### config.mk
export PLATFORM = sky130hd
export DESIGN_NAME = regs_wb_arbiter
export DESIGN_NICKNAME = d
export VERILOG_FILES = /design/src/rtl/regs_wb_arbiter.sv
export SDC_FILE = /design/constraint.sdc
export NUM_CORES = 1
export LEC_CHECK = 0
export ABC_CLOCK_PERIOD_IN_PS = 7710
export BUFFER_PORTS_ARGS = -buffer_cell sky130_fd_sc_hd__buf_4
export CORE_UTILIZATION = 45
export CTS_CLUSTER_DIAMETER = 40
export CTS_CLUSTER_SIZE = 10
export DETAILED_ROUTE_END_ITERATION = 8
export GPL_TIMING_DRIVEN = 0
export PLACE_DENSITY = 0.85
export SYNTH_ARGS = -nofsm -noshare
export SYNTH_HDL_FRONTEND = slang
export SYNTH_SLANG_ARGS = --single-unit
### constraint.sdc
create_clock -name sys_clk_i -period 7.71 [get_ports sys_clk_i]
set_clock_uncertainty 0.2 [all_clocks]
set_input_delay 0.771 -clock sys_clk_i [delete_from_list [all_inputs] [get_ports sys_clk_i]]
set_output_delay 0.771 -clock sys_clk_i [all_outputs]
set_load 0.01 [all_outputs]
### src/rtl/regs_wb_arbiter.sv
// regs_wb_arbiter
//   Round-robin arbiter that shares the single register-file write port among
//   NUM_REQ write-back requesters (ALU, load unit, mul/div, ...). Each
//   requester uses a valid/ready handshake. The winning request is captured
//   into a registered output stage that drives the register-file write inputs.
//   Writes to x0 are accepted but never reach the register file. They are
//   counted in a saturating drop counter instead.
//
// Ports
//   sys_clk_i      : single clock, all state on the rising edge
//   rst_n_i        : asynchronous active-low reset
//   req_valid_i    : per-requester write request
//   req_ready_o    : per-requester grant, one-hot or zero (combinational)
//   req_waddr_i    : packed addresses, requester k at [k*ADDR_W +: ADDR_W]
//   req_wdata_i    : packed data, requester k at [k*DATA_W +: DATA_W]
//   wb_hold_i      : blocks new grants while high
//   rd_waddr_o     : register-file write address (registered)
//   rd_wdata_o     : register-file write data (registered)
//   rd_wr_en_o     : register-file write enable, one pulse per accepted write
//   x0_drop_cnt_o  : saturating count of accepted writes that target x0
module regs_wb_arbiter #(
  parameter int NUM_REQ = 3,
  parameter int ADDR_W  = 5,
  parameter int DATA_W  = 32,
  parameter int PTR_W   = 3
) (
  input  logic                      sys_clk_i,
  input  logic                      rst_n_i,
  input  logic [NUM_REQ-1:0]        req_valid_i,
  output logic [NUM_REQ-1:0]        req_ready_o,
  input  logic [NUM_REQ*ADDR_W-1:0] req_waddr_i,
  input  logic [NUM_REQ*DATA_W-1:0] req_wdata_i,
  input  logic                      wb_hold_i,
  output logic [ADDR_W-1:0]         rd_waddr_o,
  output logic [DATA_W-1:0]         rd_wdata_o,
  output logic                      rd_wr_en_o,
  output logic [7:0]                x0_drop_cnt_o
);

  logic [PTR_W-1:0]  ptr;
  logic              gnt_vld_p0;
  logic [PTR_W-1:0]  gnt_idx_p0;
  logic [ADDR_W-1:0] gnt_addr_p0;
  logic [DATA_W-1:0] gnt_data_p0;
  logic              gnt_x0_p0;
  logic [PTR_W-1:0]  ptr_nxt_p0;

  function automatic logic [7:0] sat_inc8(input logic [7:0] v);
    return (v == 8'hFF) ? v : v + 8'd1;
  endfunction

  // Stage p0: combinational grant search
  // The scan runs in two passes: indices from ptr upward, then the indices
  // below ptr. This equals a modulo-NUM_REQ rotation and avoids
  // variable-index arithmetic on the request vector.
  always_comb begin
    gnt_vld_p0  = 1'b0;
    gnt_idx_p0  = '0;
    gnt_addr_p0 = '0;
    gnt_data_p0 = '0;
    req_ready_o = '0;
    for (int k = 0; k < NUM_REQ; k++) begin
      if (!gnt_vld_p0 && (k >= int'(ptr)) && req_valid_i[k]) begin
        gnt_vld_p0  = 1'b1;
        gnt_idx_p0  = PTR_W'(k);
        gnt_addr_p0 = req_waddr_i[k*ADDR_W +: ADDR_W];
        gnt_data_p0 = req_wdata_i[k*DATA_W +: DATA_W];
      end
    end
    for (int k = 0; k < NUM_REQ; k++) begin
      if (!gnt_vld_p0 && (k < int'(ptr)) && req_valid_i[k]) begin
        gnt_vld_p0  = 1'b1;
        gnt_idx_p0  = PTR_W'(k);
        gnt_addr_p0 = req_waddr_i[k*ADDR_W +: ADDR_W];
        gnt_data_p0 = req_wdata_i[k*DATA_W +: DATA_W];
      end
    end
    // Hold only blocks new grants. A write already in the output stage still completes.
    if (wb_hold_i) gnt_vld_p0 = 1'b0;
    for (int k = 0; k < NUM_REQ; k++) begin
      req_ready_o[k] = gnt_vld_p0 && (gnt_idx_p0 == PTR_W'(k));
    end
  end

  assign gnt_x0_p0  = (gnt_addr_p0 == '0);
  assign ptr_nxt_p0 = (gnt_idx_p0 == PTR_W'(NUM_REQ-1)) ? '0 : gnt_idx_p0 + 1'b1;

  // Stage p1: registered register-file write port
  always_ff @(posedge sys_clk_i or negedge rst_n_i) begin
    if (!rst_n_i) begin
      ptr           <= '0;
      rd_wr_en_o    <= 1'b0;
      rd_waddr_o    <= '0;
      rd_wdata_o    <= '0;
      x0_drop_cnt_o <= '0;
    end else begin
      rd_wr_en_o <= 1'b0;
      if (gnt_vld_p0) begin
        ptr        <= ptr_nxt_p0;
        rd_waddr_o <= gnt_addr_p0;
        rd_wdata_o <= gnt_data_p0;
        // An x0 write is consumed without a register-file write.
        rd_wr_en_o <= !gnt_x0_p0;
        if (gnt_x0_p0) x0_drop_cnt_o <= sat_inc8(x0_drop_cnt_o);
      end
    end
  end

endmodule

======== Word-level counts from Yosys, hierarchy flattened ========
Cells that the tools add are included.
W data, S select, Z words.
cells by class
  magnitude comparators ................... 6
  equality and inequality tests ........... 3
  bitwise operators ....................... 1
  reductions and logical operators ........ 23
  muxes and demuxes ....................... 26
  add/sub/neg operators ................... 2
operator list
  cell                   number
  $mux W32               6
  $mux W5                6
  $mux W3                5
  $logic_and A1 B1 Y1    14
  $mux W1                9
  $add A8 B1 Y8 const B  1
  $eq A8 B8 Y1 const B   1
  $ge A1 B3 Y1 const A   2
  $logic_not A1 Y1       6
  $lt A1 B3 Y1 const A   2
  $logic_not A5 Y1       1
  $add A3 B1 Y3 const B  1
  $eq A3 B1 Y1 const B   1
  $eq A3 B2 Y1 const B   1
  $ge A2 B3 Y1 const A   1
  $logic_not A3 Y1       1
  $lt A2 B3 Y1 const A   1
  $reduce_and A3 Y1      1
  $not A1 Y1             1
word-level totals
  flip-flop bits (word level) ............. 49
  output and inout bits ................... 49
  logic and storage cells ................. 66

======== Logic depth before layout (Yosys ltp) ========
Gate-level depths: netlist (run 1).
  word-level depth ........................ 26
  depth in mapped cells ................... 9
  gate-level depth less buffers ........... 7

======== Least setup slack after synthesis (run 1) ========
OpenSTA, ideal clock, no wires.
  path type ............................... input to output
  start ................................... in req_valid_i[1]
  end ..................................... out req_ready_o[2]
  slack ................................... 4.666 ns
  stages on the path ...................... 6
  data required time ...................... 6.739 ns
  data arrival time ....................... 2.073 ns
  buffers on the path ..................... 2
  path through ............................ or4b_1 > o311ai_1 > and2_4 > buf_6 > clkbuf_1 > and2_1
between the ends
  longest elaborated chain between the ends .. 20
  elaborated cells between the ends (all ways) .. 26
RTL lines
  element                                  RTL line  source
  start: declaration                       29        input logic [NUM_REQ-1:0] req_valid_i,
  $logic_and A1 B1 Y1                      63        if (!gnt_vld_p0 && (k >= int'(ptr)) && req_valid_i[k]) begin
  $mux W1                                  63
  $logic_not A1 Y1                         63
  $logic_and A1 B1 Y1 (2 in series)        63
  $mux W1                                  63
  $logic_not A1 Y1                         71        if (!gnt_vld_p0 && (k < int'(ptr)) && req_valid_i[k]) begin
  $logic_and A1 B1 Y1 (2 in series)        71
  $mux W1                                  71
  $logic_not A1 Y1                         71
  $logic_and A1 B1 Y1 (2 in series)        71
  $mux W1                                  71
  $logic_not A1 Y1                         71
  $logic_and A1 B1 Y1 (2 in series)        71
  $mux W3 or $mux W1 (tied branches)       71
  $eq A3 B2 Y1 or $mux W1 (tied branches)  81, 79
  $logic_and A1 B1 Y1 (*)                  81        req_ready_o[k] = gnt_vld_p0 && (gnt_idx_p0 == PTR_W'(k));
  end: declaration                         30        output logic [NUM_REQ-1:0] req_ready_o,
Every way passes the cells marked *; elsewhere a longest branch is shown, timed or not.

======== Final worst setup path (run 1) ========
  start ................................... in req_valid_i[0]
  end ..................................... out req_ready_o[2]
between the ends
  longest elaborated chain between the ends .. 24
  elaborated cells between the ends (all ways) .. 30
RTL lines
  element                                  RTL line
  $logic_and A1 B1 Y1                      63
  $mux W1                                  63
  $logic_not A1 Y1                         63
  $logic_and A1 B1 Y1 (2 in series)        63
  $mux W1                                  63
  $logic_not A1 Y1                         63
  $logic_and A1 B1 Y1 (2 in series)        63
  $mux W1                                  63
  (+4 left out)                            -
  $logic_not A1 Y1                         71
  $logic_and A1 B1 Y1 (2 in series)        71
  $mux W1                                  71
  $logic_not A1 Y1                         71
  $logic_and A1 B1 Y1 (2 in series)        71
  $mux W3 or $mux W1 (tied branches)       71
  $eq A3 B2 Y1 or $mux W1 (tied branches)  81, 79
  $logic_and A1 B1 Y1 (*)                  81
Marks and branches as above.

==> results.md, run 1 <==
* Maximum cell stage delay along the critical path at 490 ps
* Transition time at the pin with the least slew margin at 726.6 ps
* Number of DRC violations after detailed routing at 0
* Register area share after synthesis at about 49%
* Clock Root Buffer: clkbuf_8
* Number of buffers added by the clock tree synthesis step at 5
* Die outline area at 5889 um2
* Routability congestion estimate from global placement at 0.8194
* Synth Flop Type: dfrtp_1
* Layout Nets at around 570
* XOR/XNOR Fraction of Synth Area at 2.439%
* Vias in the first global route at 2,871
* Standard cell with the maximum stage delay on the critical path: clkbuf_1
* Area of the core at between 5000 and 6000 um2
* Area Overhead vs Synth at 56.20%
* Synthesized-area fraction occupied by adder cells at 0.4978%
* Number of synthesized register bits at between 40 and 50
* Initial antenna violation count at 0
* Share of synthesized registers carrying an async set or reset at 100.0%
* Largest net degree at the start of global routing at 50
* Run status: finished, final reports clean
* Combinational family with the most area after synthesis: compound AO/OA/AOI/OAI gates
* Residual overflow from global routing at 0
* Net Count, Synth at 396
* Worst endpoint data arrival time at 2610 ps
* Wire length per cell at 15.70 um
* TritonCTS clock tree: built
* Startpoint types: input port
* Depth of the critical timing path with buffers and inverters included at 8
* Multiplexer area fraction after synthesis at 0.5973%
* Starting DRT DRC Count at 154
* Internal Pwr Total at 0.5158 mW
* Post-DRT Antenna Nets at 0
* Starting Density at 47.99%
* Post-synth top area cell: dfrtp_1
* Post-route worst hold slack at 274.4 ps
* Drt pass-1 iters at 5
* Hold/Removal Path Class: input port to asynchronous set/reset pin
* Vert. Die Dim at 76.74 um
* Period minus WS final at about 3600 ps
* R2R Path End: x0_drop_cnt_o[1]
* Lkg Pwr at 1.905 nW
* Most frequent cell after synthesis: dfrtp_1
* Avg Synthesized Cell Area at 9.042 um2
* Total half-perimeter wirelength after legalization and detailed placement at 6.293 mm
* Combinational fraction of design power at 37.5%
* Final max-slew violation count at 0
* Switching power total at 0.2654 mW
* Distinct cell type count after synthesis at 37
* Internal reg-to-reg setup slack at 4830 ps
* Cts repair resizes at 0
* Critical path peak fanout at 10
* Synth Area in Compound Gates at 23.94%
* Worst slew margin relative to its limit at 51.38%
* Routed WL at 8.179 mm
* Detailed-route via count at 2,831
* Setup CP Type: input port to output port
* Global routing usage summed across all routing layers at 28.25%
* Maximum clock frequency at between 0.2 and 0.3 GHz
* Std-Cell Rows at 26
* Worst reg2reg path startpoint: ptr[2]
* Chip Width at 76.74 um
* Ordered cell list for the critical path: buf_4, or2_2, nor2_1, nor2_1, clkbuf_1, clkbuf_1, and2_1, buf_4
* Fraction of power consumed by the clock network at about a fifth
* Sequential share of power at 43.3%
* Worst Setup SP: req_valid_i[0]
* Setup TNS at 0 ps
* Post-CTS clock slew at the launch and capture registers of the worst setup and hold paths at 90 ps
* Top-area cell type share of the netlist area at 48.78%
* Warnings, synthesis at 0
* Maximum count of clock buffers along a single path at 2
* Source-to-sink clock delay at the later pin of the worst-skew pair at 300 ps
* Number of H-tree levels at 2
* Most frequent cells after synthesis: dfrtp_1 (49), nand2_1 (43), nor2_1 (39), a22oi_1 (33), a31oi_1 (32)
* Number of failing hold endpoints at the final stage at 0
* Final Cycle Share at 46.46%
* Synthesized instance count at 278
* Cell type group with the largest total delay on the critical path: buffers and inverters
* Final setup fails at 0
* EDFF count, synth at 0
* Unrepaired setup endpoints after global routing: no
* Crit. End Element: output port
* Switching share of power at 33.97%
* Port Buffer Count at 165
* Summed instance area of the synthesized netlist at 2514 um2
* Power Dens Cells at 199.0 nW/um2
* Maxcap violations at 0
* CTS Hold Bufs at 0
* Buffers & Inverters on Critical Path at 4
* Global-route wire length before repair at 13.23 mm
* Antenna diode count at 0
* Avg Vias per Cell at 5.434
* Peak VDD IR at approximately 130 uV
* Cell types with the largest area share after synthesis: dfrtp_1 (49%), a22oi_1 (9.9%), a31oi_1 (8.0%)
* Endpoint of the worst setup timing path: req_ready_o[2]
* Count of buffers added by post-CTS timing repair for setup at 0
* Fraction of final layout cells with drive strength greater than 1 at 40.58%
* Sinks on the clock net at 49
* Boundary pin count at 166
* Data required time of the critical path at 6740 ps
* Post-Synth Simple-Gate Area at about a fifth
* FF-to-FF path depth at 7
[placed cells by master (no fill, tap or decap), drive strengths merged, types with 3 or more instances in the layout]
| cell | instances |
|---|---|
| inv | 4 |
| nand4 | 3 |
| o21ai | 8 |
| xor2 | 6 |
| a222oi | 4 |
| and2 | 4 |
| nand3 | 3 |
| nor4 | 6 |
| a21o | 3 |
| clkbuf | 22 |
| buf | 170 |
| a31oi | 32 |
| nand2 | 43 |
| dfrtp | 49 |
| nor2 | 39 |
| a22oi | 33 |
[power by group through the flow]
stage / Clock (mW) / Sequential (mW) / Combinational [mW]
after floorplan: 0 / 0.359 / 0.116
after detailed placement: 0 / 0.342 / 0.294
after global placement: 0 / 0.340 / 0.287
after CTS: 0.153 / 0.337 / 0.295
after global routing: 0.162 / 0.344 / 0.320
final: 0.150 / 0.338 / 0.293
[worst min path at each step]
stage / to / slack (ps) / from / cells past startpoint
floorplan: ptr[0] / 280 / rst_n_i / 0
global placement: rd_waddr_o[4] / 260 / rd_waddr_o[4] / 2
detailed placement: rd_waddr_o[4] / 270 / rd_waddr_o[4] / 2
CTS: rd_waddr_o[4] / 290 / rd_waddr_o[4] / 2
global route: rd_wdata_o[19] / 310 / rst_n_i / 1
finish: x0_drop_cnt_o[4] / 270 / rst_n_i / 1
[cell type report]
cell class              instances  area, um2
inverters                       4      15.01
clock inverters                 3      17.52
plain buffers                  22      100.1
well taps                      70      87.58
clock buffers                   5      68.82
flip-flops and latches         49       1226
multi-input cells             203       1172
fillers                       420       1311
repair buffers                165       1239
[metal layers]
metal  track usage (%)  wire (um)
met1             31.75       3085
met2             52.77       4329
met3             6.429        598
met4             7.885        166
met5                 0          0
[registers in the layout, summed over array words and instances, names as in the netlist]
| name | flops |
|---|---|
| rd_wdata_o | 32 |
| ptr | 3 |
| rd_wr_en_o | 1 |
| x0_drop_cnt_o | 8 |
| rd_waddr_o | 5 |
[cell families (layout without fill, tap and decap cells)]
family / Yosys count / after routing
multiplexers: 1 / 1
buffers and inverters: 26 / 199
AO/OA/AOI/OAI: 87 / 87
XOR/XNOR: 7 / 7
adder cells (fa/ha/maj): 1 / 1
AND/OR/NAND/NOR: 107 / 107
flip-flops: 49 / 49
[per-stage QoR]
step / cell area [um2] / total power, mW / cells / setup slack (ps) / util [%]
final: 3926 / 0.7811 / 521 / 4128 / 74.96
after global routing: 3926 / 0.8266 / 521 / 3967 / 74.96
after CTS: 3926 / 0.7856 / 521 / 4119 / 74.96
after detailed placement: 3840 / 0.6367 / 513 / 4130 / 73.32
after global placement: 3840 / 0.6262 / 513 / 4154 / 73.32
after floorplan: 2514 / 0.4747 / 278 / 4666 / -
Note: power is estimated with default switching activity, not from simulation.
==> run 2: changes to the inputs <==
==> config.mk (replaced) <==
export PLATFORM = sky130hd
export DESIGN_NAME = regs_wb_arbiter
export DESIGN_NICKNAME = d
export VERILOG_FILES = /design/src/rtl/regs_wb_arbiter.sv
export SDC_FILE = /design/constraint.sdc
export NUM_CORES = 1
export LEC_CHECK = 0
export ABC_CLOCK_PERIOD_IN_PS = 3200
export BUFFER_PORTS_ARGS = -buffer_cell sky130_fd_sc_hd__buf_4
export CORE_UTILIZATION = 38
export CTS_CLUSTER_DIAMETER = 40
export CTS_CLUSTER_SIZE = 10
export DETAILED_ROUTE_END_ITERATION = 8
export GPL_TIMING_DRIVEN = 0
export PLACE_DENSITY = 0.77
export SYNTH_ARGS = -nofsm -noshare
export SYNTH_HDL_FRONTEND = slang
export SYNTH_SLANG_ARGS = --single-unit
==> constraint.sdc (replaced) <==
create_clock -name sys_clk_i -period 3.2 [get_ports sys_clk_i]
set_clock_uncertainty 0.2 [all_clocks]
set_input_delay 0.32 -clock sys_clk_i [delete_from_list [all_inputs] [get_ports sys_clk_i]]
set_output_delay 0.32 -clock sys_clk_i [all_outputs]
set_load 0.01 [all_outputs]
==> results.md, run 2 (synthesized netlist as in run 1, its figures left out) <==
* Run status: finished, final reports clean
* Chip Width at 83.33 um (+8.6%)
* Maximum clock frequency at 0.3447 GHz
* Crit. End Element: output port
* Area Overhead vs Synth at 58.29%
* Drt pass-1 iters at 5 (unchanged)
* Setup TNS at 0 ps (unchanged)
* Wire length per cell at 15.12 um (-3.7%)
* Worst-case hold path end point: rd_wdata_o[20]
* Internal reg-to-reg setup slack at 300 ps (-4530 ps)
* Post-DRT Antenna Nets at 0 (unchanged)
* Top reg by flops: rd_wdata_o
* Avg Vias per Cell at 5.352 (-1.5%)
* Source-to-sink clock delay at the later pin of the worst-skew pair at 290 ps (about the same)
* Number of flip-flops in the largest register at 32 (unchanged)
* Global-route wire length before repair at 13.22 mm (about the same)
* Number of buffers added by the clock tree synthesis step at 5 (unchanged)
* Vert. Die Dim at 83.33 um (+8.6%)
* Unrepaired setup endpoints after global routing: no
* Hold path depth at 3
* Transition time at the pin with the least slew margin at 836.8 ps (+110.2 ps)
* Sinks on the clock net at 49 (unchanged)
* Total half-perimeter wirelength after legalization and detailed placement at 6.171 mm (-1.9%)
* FF-to-FF path depth at 8 (+1)
* Starting DRT DRC Count at 128 (-17%)
* Worst reg2reg path startpoint: ptr[1]
* Commonest non-fill, non-tap cell in the layout: buf_4
* Worst slew margin relative to its limit at 43.84% (-7.5 points)
* Number of failing hold endpoints at the final stage at 0 (unchanged)
* Boundary pin count at 166 (unchanged)
* Starting Density at 39.59% (-8.4 points)
* Port Buffer Count at 165 (unchanged)
* Routability congestion estimate from global placement at 0.7700 (-6.0%)
* Area of the core at 6350 um2 (+21%)
* Period minus WS final at between 2000 and 3000 ps
* Number of H-tree levels at 2 (unchanged)
* Number of DRC violations after detailed routing at 0 (unchanged)
* TritonCTS clock tree: built
* Commonest cells after routing, fill and taps aside: buf_4 (165), dfrtp_1 (49), nand2_1 (43), nor2_1 (39), a22oi_1 (33)
* Worst endpoint data arrival time at 2380 ps (-230 ps)
* Startpoint types: flop
* CTS Hold Bufs at 1 (+1)
* Global routing usage summed across all routing layers at 23.57% (-4.7 points)
* Fraction of final layout cells with drive strength greater than 1 at 40.49% (-0.090 points)
* Clock Root Buffer: clkbuf_8
* Largest net degree at the start of global routing at 50 (unchanged)
* Vias in the first global route at 2,775 (-3.3%)
* Power Dens Cells at 497.1 nW/um2 (+150%)
* Cts repair resizes at 0 (unchanged)
* Lkg Pwr at 1.923 nW (+0.93%)
* Biggest registers after layout: rd_wdata_o (32), x0_drop_cnt_o (8), rd_waddr_o (5)
* Die outline area at 6944 um2 (+18%)
* Tot Pwr at 1.978 mW (+150%)
* Antenna diode count at 0 (unchanged)
* Final setup fails at 0 (unchanged)
* Layout Nets at 569 (+0.18%)
* Peak VDD IR at 230.3 uV (+74%)
* Data required time of the critical path at 2680 ps (-4060 ps)
* R2R Path End: x0_drop_cnt_o[1]
* Setup CP Type: flop to output port
* Final-layout fill cell count at 571 (+36%)
* Detailed-route via count at 2,831 (unchanged)
* Maxcap violations at 0 (unchanged)
* Maximum count of clock buffers along a single path at 2 (unchanged)
* Std-Cell Rows at 29 (+12%)
* Residual overflow from global routing at 0 (unchanged)
* Critical path peak fanout at 10 (unchanged)
* Count of buffers added by post-CTS timing repair for setup at 0 (unchanged)
* Final Cycle Share at 90.65%
* Initial antenna violation count at 0 (unchanged)
* Hold Path Origin: req_wdata_i[84]
* Routed WL at 7.996 mm (-2.2%)
* Post-CTS clock slew at the launch and capture registers of the worst setup and hold paths at 90 ps (about the same)
* Post-route worst hold slack at 71.67 ps (-202.7 ps)
* Hold/Removal Path Class: input port to flop
* Final max-slew violation count at 0 (unchanged)
-- run 2: power breakdown --
part	internal (mW)	switching (mW)
logic	0.364	0.341
registers	0.729	0.0839
clock network	0.254	0.206
-- run 2: worst max-delay path, stage by stage, from the launching register on --
cell,delay (ps)
dfrtp_1,460
or4b_1,530
o311ai_1,90
and2_4,200
buf_6,140
clkbuf_1,360
and2_1,190
buf_4,120
-- run 2: how the worst max path moves through the flow --
stage	start	endpoint	slack (ps)	cells after the start
finish	ptr[1]	req_ready_o[2]	300	7
CTS	ptr[1]	req_ready_o[2]	290	7
detailed placement	ptr[2]	x0_drop_cnt_o[1]	330	7
global route	ptr[2]	x0_drop_cnt_o[1]	110	7
floorplan	ptr[0]	x0_drop_cnt_o[1]	580	9
global placement	ptr[2]	x0_drop_cnt_o[1]	370	7
-- run 2: cell type report --
cell class	instances	area, um2	share of cell area [%]
flip-flops and latches	49	1226	30.82
repair buffers	166	1249	31.38
multi-input cells	203	1172	29.47
well taps	77	96.34	2.421
inverters	4	15.01	0.3774
clock inverters	2	37.54	0.9434
plain buffers	22	100.1	2.516
clock buffers	6	82.58	2.075
-- run 2: through the flow --
stage	std cells	cell area (um2)	setup slack [ps]	util, %
finish	529	3979	299.2	62.66
global route	529	3979	114.1	62.66
CTS	529	3979	289.3	62.66
detailed placement	520	3849	327.5	60.61
global placement	520	3849	373.6	60.61
floorplan	278	2514	583.9	-
-- run 2: layer usage --
metal	vias up	part of all wire, %	global-route usage, %
li1	1365	-	-
met1	1337	41	28.64
met2	114	51	42.32
met3	15	6.3	5.368
met4	0	1.5	5.329
met5	-	0	0
